File: src/rtl/cpu_pkg.sv
// Shared CPU datapath constants and helpers for packed multi-lane buses.
package cpu_pkg;

   localparam int XLEN      = 32;
   localparam int REG_COUNT = 32;

   // Lowest bit position of lane 'lane' in a bus of lanes 'lane_w' bits wide.
   function automatic int lane_lsb(input int lane, input int lane_w);
      return lane * lane_w;
   endfunction

endpackage

File: src/rtl/reg_word.sv
// One storage word of the register file: a load-enabled register with
// asynchronous active-low clear.
module reg_word #(
   parameter int WIDTH = 32
) (
   input  logic             clk,
   input  logic             rst,
   input  logic             load,
   input  logic [WIDTH-1:0] d,
   output logic [WIDTH-1:0] q
);

   logic [WIDTH-1:0] word_d;
   logic [WIDTH-1:0] word_q;

   always_comb begin
      word_d = word_q;
      if (load) begin
         word_d = d;
      end
   end

   always_ff @(posedge clk or negedge rst) begin
      if (!rst) begin
         word_q <= '0;
      end else begin
         word_q <= word_d;
      end
   end

   assign q = word_q;

endmodule

File: src/rtl/reg_file.sv
// Multi-port register file: one synchronous write port, NUM_RD combinational
// read ports, optional hardwired-zero entry 0 and write-to-read forwarding.
module reg_file
   import cpu_pkg::*;
#(
   parameter int WIDTH    = XLEN,
   parameter int DEPTH    = REG_COUNT,
   parameter int NUM_RD   = 2,
   parameter bit BYPASS   = 1'b1,
   parameter bit ZERO_REG = 1'b1,
   localparam int AW      = $clog2(DEPTH)
) (
   input  logic                     clk,
   input  logic                     rst,
   input  logic                     we,
   input  logic [AW-1:0]            waddr,
   input  logic [WIDTH-1:0]         wdata,
   input  logic [NUM_RD*AW-1:0]     raddr,
   output logic [NUM_RD*WIDTH-1:0]  rdata,
   output logic                     wr_zero_err
);

   logic [WIDTH-1:0] word_val [DEPTH];
   logic             wr_zero_err_d;
   logic             wr_zero_err_q;

   // With ZERO_REG the zero entry has no storage at all, so writes to it vanish.
   for (genvar i = 0; i < DEPTH; i++) begin : g_word
      if (ZERO_REG && i == 0) begin : g_zero
         assign word_val[i] = '0;
      end else begin : g_reg
         reg_word #(
            .WIDTH(WIDTH)
         ) u_word (
            .clk  (clk),
            .rst  (rst),
            .load (we && (waddr == AW'(i))),
            .d    (wdata),
            .q    (word_val[i])
         );
      end
   end

   // Forwarding is gated by rst so that lanes read zero throughout reset.
   for (genvar k = 0; k < NUM_RD; k++) begin : g_rd
      localparam int AL = lane_lsb(k, AW);
      localparam int DL = lane_lsb(k, WIDTH);

      logic [AW-1:0]    ra;
      logic             is_zero;
      logic             hit;
      logic [WIDTH-1:0] lane;

      assign ra      = raddr[AL +: AW];
      assign is_zero = ZERO_REG && (ra == '0);
      assign hit     = BYPASS && rst && we && (waddr == ra) && !is_zero;

      always_comb begin
         lane = word_val[ra];
         if (hit) begin
            lane = wdata;
         end
         if (is_zero) begin
            lane = '0;
         end
      end

      assign rdata[DL +: WIDTH] = lane;
   end

   always_comb begin
      wr_zero_err_d = ZERO_REG && we && (waddr == '0);
   end

   always_ff @(posedge clk or negedge rst) begin
      if (!rst) begin
         wr_zero_err_q <= 1'b0;
      end else begin
         wr_zero_err_q <= wr_zero_err_d;
      end
   end

   assign wr_zero_err = wr_zero_err_q;

endmodule

File: config.mk
export PLATFORM = sky130hd
export DESIGN_NAME = reg_file
export DESIGN_NICKNAME = d
export VERILOG_FILES = /design/src/rtl/cpu_pkg.sv /design/src/rtl/reg_word.sv /design/src/rtl/reg_file.sv
export SDC_FILE = /design/constraint.sdc
export NUM_CORES = 2
export LEC_CHECK = 0
export CAP_MARGIN = 20
export CORE_MARGIN = 10
export CORE_UTILIZATION = 40
export CTS_CLUSTER_DIAMETER = 200
export DETAILED_ROUTE_END_ITERATION = 8
export REMOVE_ABC_BUFFERS = 1
export SLEW_MARGIN = 20
export SYNTH_ARGS = -nofsm -noshare
export SYNTH_HDL_FRONTEND = slang
export SYNTH_SLANG_ARGS = --single-unit
File: constraint.sdc
create_clock -name clk -period 3.56 [get_ports clk]
set_clock_uncertainty 0.05 [all_clocks]
set_input_delay 0.712 -clock clk [delete_from_list [all_inputs] [get_ports clk]]
set_output_delay 0.712 -clock clk [all_outputs]
set_load 0.05 [all_outputs]
# [Word-level counts from Yosys, hierarchy flattened]
# Cells that the tools add are included.
[op_classes] eq_ne=33 n_lt_le_gt_ge=2 n_reduce_logical=42 n_bitwise=2 muxes=10
[ops] operator="$bmux 32 s5" count=2
[ops] operator="$mux 32" count=8
[ops] operator="$eq 5x5->1 const B" count=16
[ops] operator="$eq 5x4->1 const B" count=8
[ops] operator="$logic_and 1x1->1" count=37
[ops] operator="$eq 5x3->1 const B" count=4
[ops] operator="$logic_not 5->1" count=3
[ops] operator="$ge 6x6->1 const B" count=2
[ops] operator="$not 5->6" count=2
[ops] operator="$eq 5x2->1 const B" count=2
[ops] operator="$eq 5x5->1" count=2
[ops] operator="$eq 5x1->1 const B" count=1
[ops] operator="$logic_not 1->1" count=2
[totals] wordCells=121 inputBits=50 ff_bits=993 output_inout_bits=65

# [Longest topological paths before layout]
[logic_depth] depth_word=6 ltp_mapped=10 ltp_nobuf=5

# [Cells and area by module]
# From an unflattened synthesis, not the netlist that was laid out.
[unflattened] hier_cells=4364 hier_area_um2=60249.0
[modules_own_cells] mod="reg_word" cells_per_inst=68 area_each_um2=1345.0 instances=31 seq_area_each_um2=800.8
[modules_own_cells] mod="reg_file" cells_per_inst=2256 area_each_um2=18552.8 instances=1 seq_area_each_um2=25.0

# [Least setup slack after synthesis]
# No wires, ideal clock.
[synth_path] kind="input to output" start="in raddr[3]" end="out rdata[10]" t_arrival_ns=2.754 t_required_ns=2.798 cell_stages=6 path_buffers=3 path_slack_ns=0.044 cell_sequence="buf_2 and2_1 clkbuf_1 clkbuf_1 a211oi_2 a21oi_1"
[synth_via] elab_chain_cells=6 elab_cells_between_ends=11 classes_between="1 x eq/ne; 5 x mux; 1 x bitwise; 4 x reduce/logical"
[synth_lines] item="start, declared" line="reg_file.sv:18" source="input logic [NUM_RD*AW-1:0] raddr,"
[synth_lines] item="$not 5->6 (implied by the code)" line="reg_file.sv:59" source="lane = word_val[ra];"
[synth_lines] item="$bmux 32 s5" line="reg_file.sv:59"
[synth_lines] item="$mux 32 (implied by the code) (2 in series)" line="reg_file.sv:59"
[synth_lines] item="$mux 32" line="reg_file.sv:60" source="if (hit) begin"
[synth_lines] item="$mux 32 *" line="reg_file.sv:63" source="if (is_zero) begin"
[synth_lines] item="end, declared" line="reg_file.sv:19" source="output logic [NUM_RD*WIDTH-1:0] rdata,"
# Mark *: on every way between the ends. The rest lies on a longest branch, timed or not. The select of a mux whose other input is x is not followed.

# [Worst setup path after layout]
[layout_path] start="in raddr[9]" end="out rdata[57]"
# Same word-level chain as after synthesis.

==> flow_summary.ini <==
[outcome]
outcome = complete, but fails checks
violations = setup timing

[power]
combinationalPowerShare = 0.233
power.switching_mw = 9.99
p_per_area_mw_per_mm2 = 528
pwr-share-clk = 0.337
switching_share = 0.285
irDropWorstVdd_uv = 495
p_leak_nw = 29.2
p_int_mw = 25.1
seqPwrFrac = 0.430
p_total_mw = 35.1

[sta]
post-route-min-period_ns = 3.59
fmax_mhz = 278
finalSetupViolCount = 2
finalHoldViolCount = 0
post-route-period-util = 1.01
holdWs_ns = 0.457
fin_ws_ns = -0.0307
slew_viol_final = 0
worstMarginPinSlew_ns = 0.949
rsz0062_at_grt = yes
relSlewSlack = 0.367

[final_layout]
areaGrowthSynthToFinish_pct = 20.0
antenna_cells = 0
n_fill_cell = 12119
layout.cells.non_filler = 6512
final_nets = 4683
drive_above_1_share = 0.462

[floorplanning]
coreArea_sq_mm = 0.137
dieArea_sq_mm = 0.153
die_w_um = 392
boundaryPins = 115
start_util = 0.402
num_rows = 136
die_h_um = 392

[routing]
viasPerCell = 6.17
initialDrtViolationCount = 3400
drc = 0
dr.pass1.iters = 5
ant_nets = 0
via_count = 40207
routedWlPerCell_um = 29.3
drt_wl_total_um = 191000

[synthesis]
syn-cell-area_sq_mm = 0.0553
seq_area_frac_synth = 0.450
avgSynthCellArea_sq_um = 12.5
yosys_warnings = 0
ys_ff_latch = 993
synthCells = 4431
ys_types = 43

[clock_network]
clk_pin_slew_ns = 0.06
cts-root-buf = clkbuf_16
tritoncts = done
cts_buffers = 109
htreeDepth = 3
worstSkewPairLatency_ns = 0.73
clockBufferDepth = 3
cts_num_sinks = 993

[placed_design]
portBuffers = 114
hpwl_um = 119000
dp_worst_setup_slack_ns = -0.399
dp_cells = 6293
gp_congestion = 0.847

[critical_path]
path_cells = buf_2 > buf_12 > nand2b_2 > buf_12 > a21oi_1 > nand3_1 > and3_1 > a21oi_1 > buf_4 > buf_12
cp_slowest_cell = buf_2
worstPathArrival_ns = 2.83
critPathMaxFanout = 26
end_kind = primary output
required_ns = 2.80
worstSetupStartpointType = input pin
path_common_cell = buf_12
cp_num_buf_inv = 5
critPathKind = in2out
max_stage_delay_ns = 0.32
cp_top_family = buffers and inverters

[global_routing]
grt_max_degree = 157
grt_antenna_before_repair = 5
track_usage = 0.241
gr-total-overflow = 0
grt_pass1_vias = 40533
grt_first_pass_wirelength_um = 279000

[flow_run]
drv_cap = 0

[min_path]
hp-class = reg2reg
-- through the flow --
stage | util | TNS [ns] | area (sq um)
after global routing | 0.483 | -0.0540 | 66300
final | 0.483 | -0.0418 | 66300
after CTS | 0.480 | -0.0883 | 65800
after floorplan | - | -125.00 | 53100
after detailed placement | 0.450 | -7.24 | 61800
after global placement | 0.450 | -8.04 | 61800
-- synthesized netlist by cell type, drive strengths merged --
| cell type | count | share of area |
|---|---|---|
| mux2 | 1280 | 0.26 |
| dfrtp | 993 | 0.45 |
| mux2i | 356 | 0.064 |
| buf | 246 | 0.024 |
| clkbuf | 224 | 0.015 |
| o21ai | 186 | 0.017 |
| a21oi | 156 | 0.014 |
| mux4 | 128 | 0.052 |
| a22oi | 126 | 0.017 |
| a211oi | 124 | 0.019 |
| nand2 | 116 | 0.0079 |
| nand3 | 71 | 0.0064 |
| nor2b | 71 | 0.0080 |
| o22ai | 64 | 0.0072 |
| nand2b | 41 | 0.0046 |
| nor3 | 38 | 0.0034 |
| a221o | 32 | 0.0058 |
| and3 | 31 | 0.0035 |
| a211o | 30 | 0.0048 |
| a31oi | 30 | 0.0034 |
| o221ai | 30 | 0.0048 |
| nor2 | 19 | 0.0013 |
| xor2 | 10 | 0.0016 |
| nor4 | 4 | 0.00045 |
| o221a | 4 | 0.00082 |
| and2 | 3 | 0.00034 |
| inv | 3 | 0.00020 |
| nand4b | 3 | 0.00048 |
| or3 | 3 | 0.00034 |
| a221oi | 2 | 0.00032 |
| a311oi | 2 | 0.00032 |
| nor3b | 2 | 0.00045 |
| nand4 | 1 | 0.00011 |
| or2 | 1 | 0.00011 |
| or4 | 1 | 0.00020 |
-- power groups by stage --
stage / sequential (mW) / clock [mW] / combinational [mW]
CTS: 15.0 / 12.0 / 8.09
global placement: 15.1 / 0 / 7.89
floorplan: 14.7 / 0 / 5.13
detailed placement: 15.2 / 0 / 8.00
finish: 15.1 / 11.8 / 8.17
global route: 15.4 / 12.5 / 8.77
-- final cells by class --
type	instances	area, sq um	share of cell area
sequential	993	24800	0.375
clock inverter	26	363	0.00547
clock buffer	170	3350	0.0505
multi-input combinational	2965	28700	0.433
inverter	3	11.3	0.000170
timing repair buffer	561	6780	0.102
tap	1794	2240	0.0338
-- cell usage in the layout, fill, tap and decap left out, types with 63 or more instances in the layout --
cell / Yosys / routed
o21ai_0: 183 / 173
buf_12: 0 / 163
o22ai_1: 64 / 63
mux2_2: 1236 / 1236
dfrtp_1: 993 / 993
buf_4: 46 / 319
nor2b_1: 71 / 66
mux2i_1: 356 / 356
nand3_1: 71 / 66
nand2_1: 116 / 100
a211oi_1: 104 / 97
a21oi_1: 156 / 131
clkbuf_16: 0 / 118
mux4_2: 128 / 128
a22oi_1: 126 / 126
-- per-layer routing --
metal,vias to the layer above,global-route usage,share of wire
met5,-,0,0.00019
met4,6,0.0873,0.038
met3,401,0.0442,0.068
met2,1508,0.387,0.47
met1,21232,0.326,0.43
li1,17060,-,-
-- state kept, by name (all words and copies together), names as in the netlist --
name / cells
g_word.g_reg.u_word.q: 992
wr_zero_err: 1
-- logic make-up after synthesis --
group | count (synthesis) | synth area share
compound gates | 786 | 0.0941
xor+xnor | 10 | 0.00158
buf+inv | 473 | 0.0394
flops | 993 | 0.450
mux | 1764 | 0.377
simple gates | 405 | 0.0377
-- worst paths after layout --
| path | startpoint | to | slack, ns | cells past startpoint |
|---|---|---|---|---|
| worst max register to register | g_word[11].g_reg.u_word.q[28]$_DFFE_PN0P_ | g_word[11].g_reg.u_word.q[28]$_DFFE_PN0P_ | 2.68 | 1 |
| worst max-delay path | raddr[9] | rdata[57] | -0.03 | 10 |
| min in group asynchronous | rst | g_word[31].g_reg.u_word.q[29]$_DFFE_PN0P_ | 0.57 | 3 |
| max in group asynchronous | rst | g_word[19].g_reg.u_word.q[19]$_DFFE_PN0P_ | 0.97 | 5 |
| worst min register to register | g_word[28].g_reg.u_word.q[8]$_DFFE_PN0P_ | g_word[28].g_reg.u_word.q[8]$_DFFE_PN0P_ | 0.46 | 1 |
| worst min-delay path | g_word[28].g_reg.u_word.q[8]$_DFFE_PN0P_ | g_word[28].g_reg.u_word.q[8]$_DFFE_PN0P_ | 0.46 | 1 |
-- what timing repair did --
item | 4_1_cts | 5_1_grt
gates resized for setup | 47 | 58
endpoints found under the setup margin | 63 | 52
gates cloned | 1 | 8
setup buffers | 8 | 6
pin swaps | 7 | 12
hold buffers | 1 | 0
hold endpoints to repair | 63 | 0
Note: power is estimated with default switching activity, not from simulation.
